### config.mk
export PLATFORM = sky130hd
export DESIGN_NAME = uart_rx_deserializer
export DESIGN_NICKNAME = d
export VERILOG_FILES = /design/src/rtl/uart_rx_deserializer.sv
export SDC_FILE = /design/constraint.sdc
export NUM_CORES = 1
export LEC_CHECK = 0
export CORE_AREA = 2 2 63 65
export DETAILED_ROUTE_END_ITERATION = 6
export DIE_AREA = 0 0 65 67
export GPL_TIMING_DRIVEN = 0
export PLACE_DENSITY = 0.84
export SYNTH_ARGS = -nofsm -noshare
export SYNTH_HDL_FRONTEND = slang
export SYNTH_SLANG_ARGS = --single-unit
### constraint.sdc
create_clock -name clk -period 5.58 [get_ports clk]
set_clock_uncertainty 0.05 [all_clocks]
set_input_delay 1.674 -clock clk [delete_from_list [all_inputs] [get_ports clk]]
set_output_delay 1.674 -clock clk [all_outputs]
set_load 0.005 [all_outputs]
### src/rtl/uart_rx_deserializer.sv
// UART receiver: 8N1 frames, mid-bit sampling, one-entry valid/ready output buffer.
// Flags framing errors and overruns as single-cycle pulses.
module uart_rx_deserializer #(
    parameter int CLKS_PER_BIT = 10417,
    parameter int HALF_BIT     = CLKS_PER_BIT / 2
) (
    input  logic       clk,
    input  logic       rst,
    input  logic       s_in,
    output logic [7:0] data_out,
    output logic       data_valid,
    input  logic       data_ready,
    output logic       frame_err,
    output logic       overrun,
    output logic       busy
);

    localparam int CNT_W = $clog2(CLKS_PER_BIT);
    localparam logic [CNT_W-1:0] HALF_LAST = CNT_W'(HALF_BIT - 1);
    localparam logic [CNT_W-1:0] BIT_LAST  = CNT_W'(CLKS_PER_BIT - 1);

    typedef enum logic [2:0] {
        IDLE      = 3'd0,
        START     = 3'd1,
        DATA      = 3'd2,
        STOP      = 3'd3,
        WAIT_HIGH = 3'd4
    } state_t;

    state_t           state, next_state;
    logic             s_meta, s_sync;
    logic [CNT_W-1:0] cnt;
    logic [2:0]       idx;
    logic [7:0]       shreg;
    logic             sample_bit, commit, frame_bad, idx_clr;

    // Handshake: a byte moves to the consumer on any rising edge where
    // data_valid and data_ready are both high; data_out is stable while valid.

    always_ff @(posedge clk) begin
        if (rst) begin
            s_meta <= 1'b1;
            s_sync <= 1'b1;
        end else begin
            s_meta <= s_in;
            s_sync <= s_meta;
        end
    end

    always_ff @(posedge clk) begin
        if (rst) state <= IDLE;
        else     state <= next_state;
    end

    always_comb begin
        next_state = state;
        sample_bit = 1'b0;
        commit     = 1'b0;
        frame_bad  = 1'b0;
        idx_clr    = 1'b0;
        case (state)
            IDLE: begin
                if (!s_sync) next_state = START;
            end
            START: begin
                // A start bit that is gone by its centre was noise; drop silently.
                if (cnt == HALF_LAST) begin
                    if (!s_sync) begin
                        next_state = DATA;
                        idx_clr    = 1'b1;
                    end else begin
                        next_state = IDLE;
                    end
                end
            end
            DATA: begin
                if (cnt == BIT_LAST) begin
                    sample_bit = 1'b1;
                    if (idx == 3'd7) next_state = STOP;
                end
            end
            STOP: begin
                if (cnt == BIT_LAST) begin
                    if (s_sync) begin
                        commit     = 1'b1;
                        next_state = IDLE;
                    end else begin
                        frame_bad  = 1'b1;
                        next_state = WAIT_HIGH;
                    end
                end
            end
            WAIT_HIGH: begin
                if (s_sync) next_state = IDLE;
            end
            default: next_state = IDLE;
        endcase
    end

    // Counter restarts on every state change and at each data-bit boundary.
    always_ff @(posedge clk) begin
        if (rst) begin
            cnt <= '0;
        end else if (next_state != state || sample_bit) begin
            cnt <= '0;
        end else if (state == START || state == DATA || state == STOP) begin
            cnt <= cnt + 1'b1;
        end
    end

    always_ff @(posedge clk) begin
        if (rst) begin
            idx   <= 3'd0;
            shreg <= 8'h00;
        end else begin
            if (idx_clr) idx <= 3'd0;
            else if (sample_bit && idx != 3'd7) idx <= idx + 3'd1;
            if (sample_bit) shreg <= {s_sync, shreg[7:1]};
        end
    end

    always_ff @(posedge clk) begin
        if (rst) begin
            data_out   <= 8'h00;
            data_valid <= 1'b0;
            frame_err  <= 1'b0;
            overrun    <= 1'b0;
        end else begin
            frame_err <= frame_bad;
            overrun   <= 1'b0;
            if (commit) begin
                if (!data_valid || data_ready) begin
                    data_out   <= shreg;
                    data_valid <= 1'b1;
                end else begin
                    overrun <= 1'b1;
                end
            end else if (data_valid && data_ready) begin
                data_valid <= 1'b0;
            end
        end
    end

    assign busy = (state != IDLE);

endmodule

==> results of run 1 <==
## per-layer routing
layer	vias to the layer above	routed length, um
li1	872	-
met1	814	1860
met2	50	2190
met3	10	222
met4	0	65
met5	-	0
## layout by cell type (no fill, tap or decap), types with 4 or more instances in the layout
cell type / count
clkbuf_8: 6
nand4_1: 15
ha_1: 4
a21oi_1: 21
buf_2: 5
a211oi_1: 10
nand3_1: 11
clkdlybuf4s50_1: 14
dfxtp_1: 41
nand2_1: 11
nor3_1: 6
or2_2: 4
clkbuf_1: 11
o21ai_0: 21
or3_1: 4
nor2_1: 4
xnor2_1: 7
inv_1: 8
## registers in the layout, indices dropped and copies added (netlist names), 3 cells and up
signal / count
cnt: 14
data_out: 8
idx: 3
shreg: 8
state: 3
## worst max-delay path, delay by kind of cell, from the launching register on
| kind | cells | cell delay, ns |
|---|---|---|
| buf+inv | 2 | 0.81 |
| flops | 1 | 0.34 |
| simple gates | 1 | 0.16 |
## final timing paths
kind	from	endpoint	slack, ns	depth (start not counted)
setup / recovery	state[2]	busy	2.24	3
hold / removal	s_meta	s_sync	0.38	1
setup reg to reg	cnt[0]	state[0]	3.33	7
hold reg to reg	s_meta	s_sync	0.38	1
## cells by family (layout without fill, tap and decap cells)
logic type | count (synthesis) | count (layout) | share of synthesized area, %
simple gates | 75 | 75 | 23.4
flops | 41 | 41 | 42.0
fa+ha+maj | 4 | 4 | 2.56
compound gates | 68 | 68 | 22.1
buf+inv | 25 | 47 | 5.51
xor+xnor | 10 | 10 | 4.48
## power groups by stage
stage / Combinational [uW] / Sequential (uW) / Clock (uW)
finish: 22.4 / 295 / 248
detailed placement: 22.4 / 302 / 0
CTS: 22.5 / 295 / 251
global route: 24.8 / 295 / 261
floorplan: 15.7 / 302 / 0
global placement: 22.2 / 302 / 0
## cell type report
| class | count | area, um2 |
|---|---|---|
| multi-input cells | 157 | 1030 |
| inverters | 8 | 30.0 |
| clock inverters | 1 | 30.0 |
| well taps | 48 | 60.1 |
| flip-flops and latches | 41 | 821 |
| clock buffers | 7 | 86.3 |
| plain buffers | 17 | 77.6 |
| fillers | 317 | 1340 |
| repair buffers | 14 | 140 |
## metrics by stage
stage / utilization (%) / area (um2) / std cells
6_report: 63.0 / 2270 / 293
3_5_place_dp: 59.8 / 2150 / 285
4_1_cts: 63.0 / 2270 / 293
2_1_floorplan: - / 1950 / 223
3_3_place_gp: 59.8 / 2150 / 285
5_1_grt: 63.0 / 2270 / 293
==> qor.yml, run 1 <==
run_status:
  outcome: "finished clean"
clocking:
  cts_buffer_depth: 2
  clkSinkCount: 41
  cts_resized: 0
  clkSlewWorstSetupHoldPaths_ns: 0.08
  tritoncts: "built"
  cts_htree_levels: 2
  cts_buffers: 5
  clock_latency_ns: 0.30
  cts_hold_buf: 0
  ctsRootBufferMaster: "clkbuf_8"
  cts_setup_buffers: 0
global_routing:
  track_usage_pct: 22.9
  grt_util_met1_pct: 26.8
  grt_pass1_vias: 1780
  use_met3_pct: 6.25
  grt_max_degree: 13
  grt_pass1_wl_um: 7720
  grt.busiest_layer: "met2"
  met2_usage_pct: 39.8
  grt-ovfl-total: 0
  antenna_found_initial: 0
setup_path:
  cpPeakStageDelay_ns: 0.48
  critical_path_peak_fanout: 10
  crit_slowest_cell: "clkdlybuf4s50_1"
  crit_path_cell_trace: "clkbuf_1 -> or3_1 -> clkdlybuf4s50_1"
  end_kind: "output port"
  startpoint_type: "flop"
  worstSetupPathType: "reg2out"
  cp_data_required_time_ns: 3.86
  crit_arrival_ns: 1.62
logic_synthesis:
  synth.distinct_cells: 46
  synth_nets: 231
  synth_common_cells: "dfxtp_1 (41), a21oi_1 (21), o21ai_0 (21), nand4_1 (15)"
  syn_avg_cell_area_um2: 8.76
  synth.area.top_cells: "dfxtp_1 (42%), a21oi_1 (5.4%), o21ai_0 (5.4%)"
  synth_top_flop_cell: "dfxtp_1"
  yosys_warnings: 0
  synthDominantCellAreaShare_pct: 42.0
  async_reset_ff_share_pct: 0
  syn_area_mm2: 0.00195
  synth_edf_count: 0
  ys_ff_latch: 41
  netlist_instances: 223
  synth-seq-area-share_pct: 42.0
  synth_most_common_cell: "dfxtp_1"
  yosysTopAreaCell: "dfxtp_1"
sta:
  tns_ns: 0
  hold_viol: 0
  fmaxAchievable_mhz: 299
  period_needed_ns: 3.34
  hold_ws_ns: 0.379
  setup_slack_ns: 2.24
  post-route-period-util_pct: 59.9
  setup_viol: 0
  slew_headroom_pct: 65.7
  worst_pin_slew_ns: 0.515
  slew_violations: 0
  rsz0062_at_grt: "false"
power:
  p_sw_share_pct: 20.8
  seqPwrFrac_pct: 52.2
  report.power.total_uw: 565
  pwr-share-clk_pct: 43.8
  powerDensity_mw_per_mm2: 249
  p_int_uw: 448
  power_leakage_uw: 0.000712
  switchingPower_uw: 118
  power.share.combinational_pct: 4.0
  peakVddDrop_mv: 0.258
floorplan:
  start_util_pct: 54.2
  dieHeight_um: 67
  num_rows: 22
  die_w_um: 65
  die_area_mm2: 0.00436
  core_mm2: 0.00361
  io_pins: 16
layout:
  drive_above_1_share_pct: 10.6
  fin_nets: 252
  area_growth_pct: 16.2
  diodes: 0
worst_hold_path:
  worst_hold_path_type: "reg2reg"
route:
  vias_per_cell: 5.96
  drt_wl_total_um: 4340
  via_count: 1746
  first_pass_iters: 4
  ant_nets: 0
  detail_route.wl_per_cell_um: 14.8
  first_iter_violations: 206
  post-route-drc-count: 0
run:
  drv_cap: 0
placed_design:
  hpwlAfterDp_um: 3080
  dp_slack_ns: 2.56
  place.gp.congestion: 0.894
  io_buffers: 14
No activity file was read; power rests on OpenSTA's default activity.
==> inputs of run 2 (changes only) <==
==> constraint.sdc (replaced) <==
create_clock -name clk -period 3.1 [get_ports clk]
set_clock_uncertainty 0.05 [all_clocks]
set_input_delay 0.93 -clock clk [delete_from_list [all_inputs] [get_ports clk]]
set_output_delay 0.93 -clock clk [all_outputs]
set_load 0.005 [all_outputs]
==> results of run 2 <==
Same layout as run 1 (identical final DEF). Status: finished clean.
Main changes from that run: setup slack after placement 2.56 ns -> 0.828 ns; setup slack after layout 2.24 ns -> 0.503 ns; register-to-register setup slack 3.33 ns -> 0.85 ns; total power 565 uW -> 1020 uW; worst IR drop on VDD 0.258 mV -> 0.464 mV
==> inputs of run 3 (changes only) <==
--- a/config.mk
+++ b/config.mk
@@ -5,11 +5,11 @@
 export SDC_FILE = /design/constraint.sdc
 export NUM_CORES = 1
 export LEC_CHECK = 0
-export CORE_AREA = 2 2 63 65
+export CORE_AREA = 2 2 65 67
 export DETAILED_ROUTE_END_ITERATION = 6
-export DIE_AREA = 0 0 65 67
+export DIE_AREA = 0 0 67 69
 export GPL_TIMING_DRIVEN = 0
-export PLACE_DENSITY = 0.84
+export PLACE_DENSITY = 0.83
 export SYNTH_ARGS = -nofsm -noshare
 export SYNTH_HDL_FRONTEND = slang
 export SYNTH_SLANG_ARGS = --single-unit
==> constraint.sdc (replaced) <==
create_clock -name clk -period 2.2 [get_ports clk]
set_clock_uncertainty 0.05 [all_clocks]
set_input_delay 0.66 -clock clk [delete_from_list [all_inputs] [get_ports clk]]
set_output_delay 0.66 -clock clk [all_outputs]
set_load 0.005 [all_outputs]
==> run 3 against run 2 <==
  * First-iteration DRC count fell by 46%
  * Cell area fell by 0.11%
  * Global-route usage fell by 2.2 points
  * Register-to-register slack got worse by 0.71 ns
  * Critical path type unchanged
  * Largest cell class unchanged
  * Largest power group unchanged
==> qor.yml, run 3 (same netlist as run 1, synthesis figures left out) <==
setup_path:
  crit_arrival_ns: 1.37
  startpoint_type: "flop"
  worstSetupPathType: "reg2out"
  cp_data_required_time_ns: 1.49
  critical_path_peak_fanout: 10
  end_kind: "output port"
route:
  ant_nets: 0
  detail_route.wl_per_cell_um: 14.7
  drt_wl_total_um: 4330
  first_iter_violations: 111
  post-route-drc-count: 0
  first_pass_iters: 4
  via_count: 1750
  vias_per_cell: 5.93
placed_design:
  hpwlAfterDp_um: 3060
  place.gp.congestion: 0.862
  placedInstanceArea_mm2: 0.00216
  dp_slack_ns: -0.0265
  io_buffers: 14
  dp.cells: 287
sta:
  setup_viol: 0
  worst_pin_slew_ns: 0.468
  hold_viol: 0
  fmaxAchievable_mhz: 480
  post-route-period-util_pct: 94.7
  tns_ns: 0
  period_needed_ns: 2.08
  slew_violations: 0
  setup_slack_ns: 0.117
  rsz0062_at_grt: "false"
  slew_headroom_pct: 68.8
clocking:
  cts_buffers: 5
  clock_latency_ns: 0.30
  cts_hold_buf: 0
  clkSinkCount: 41
  cts_buffer_depth: 2
  ctsRootBufferMaster: "clkbuf_8"
  cts_htree_levels: 2
  clkSlewWorstSetupHoldPaths_ns: 0.07
  tritoncts: "built"
layout:
  fin_nets: 252
  top_register: "cnt"
  final_cell_mix: "dfxtp_1 (41), o21ai_0 (21), a21oi_1 (21), nand4_1 (15), clkdlybuf4s50_1 (13)"
  fin_cells: 295
  final_common_cell: "dfxtp_1"
  drive_above_1_share_pct: 12.2
  area_growth_pct: 16.1
  biggestRegsByFlops: "cnt: 14 flops, data_out: 8 flops, shreg: 8 flops"
  largest_reg_flops: 14
  final_area_mm2: 0.00227
  diodes: 0
global_routing:
  track_usage_pct: 20.6
  grt-ovfl-total: 0
  grt_max_degree: 14
  grt_pass1_vias: 1638
  antenna_found_initial: 0
  grt_pass1_wl_um: 7560
worst_hold_path:
  worst_hold_path_type: "reg2reg"
run:
  drv_cap: 0
floorplan:
  die_area_mm2: 0.00462
  dieHeight_um: 69
  io_pins: 16
  die_w_um: 67
  start_util_pct: 49.9
  core_mm2: 0.00391
  num_rows: 23
run_status:
  outcome: "finished clean"
power:
  power_leakage_uw: 0.000713
  powerDensity_mw_per_mm2: 583
  peakVddDrop_mv: 0.486
## run 3: changes by cell type in the layout (fill, tap and decap cells not counted), sizes merged
cell,before,now
dlygate4sd2,0,1
bufinv,1,0
clkinv,0,2
buf,7,8
clkdlybuf4s50,14,13
clkbuf,17,15
## run 3: area by class of cell
cell class                      instances  area, um2
Buffer                                 16       73.8
Multi-Input combinational cell        157       1040
Clock inverter                          2       13.8
Sequential cell                        41        821
Tap cell                               50       62.6
Clock buffer                            6       82.6
Inverter                                8       30.0
Fill cell                             369       1650
Timing Repair Buffer                   15        146
## run 3: what timing repair did
| action | 4_1_cts | 5_1_grt |
|---|---|---|
| setup endpoints to repair | 11 | 33 |
| buffers inserted | 1 | 0 |
| cloned | 0 | 0 |
| pin swaps | 1 | 1 |
| gates resized for setup | 1 | 2 |
## run 3: metrics by stage
step | util [%] | total power, uW | hold WS [ns]
global placement | 55.1 | 823 | 0.348
detailed placement | 55.1 | 823 | 0.353
finish | 58.0 | 1320 | 0.366
global route | 58.0 | 1370 | 0.383
floorplan | - | 805 | 0.339
CTS | 57.6 | 1330 | 0.370
## run 3: power breakdown
| group | internal [uW] | switching [uW] | leakage [uW] |
|---|---|---|---|
| clock | 254 | 260 | 0.0000512 |
| sequential | 745 | 2.94 | 0.000331 |
| combinational | 20.7 | 38.8 | 0.000331 |
## run 3: critical path: stages (launching register included)
cell and delay (ns):
dfxtp_1 0.30, buf_4 0.15, or3_1 0.36, dlygate4sd2_1 0.27
## run 3: worst paths after layout
kind	start	endpoint	slack [ns]	cells past startpoint
setup / recovery	state[1]	busy	0.12	3
hold / removal	s_meta	s_sync	0.37	1
setup reg to reg	cnt[0]	cnt[3]	0.14	7
hold reg to reg	s_meta	s_sync	0.37	1
## run 3: layer usage
| layer | global-route usage [%] | wire length (um) | up-vias |
|---|---|---|---|
| met5 | 0 | 0 | - |
| met4 | 5.44 | 57 | 0 |
| met3 | 4.89 | 172 | 6 |
| met2 | 31.4 | 2060 | 38 |
| met1 | 29.2 | 2040 | 832 |
| li1 | - | - | 874 |
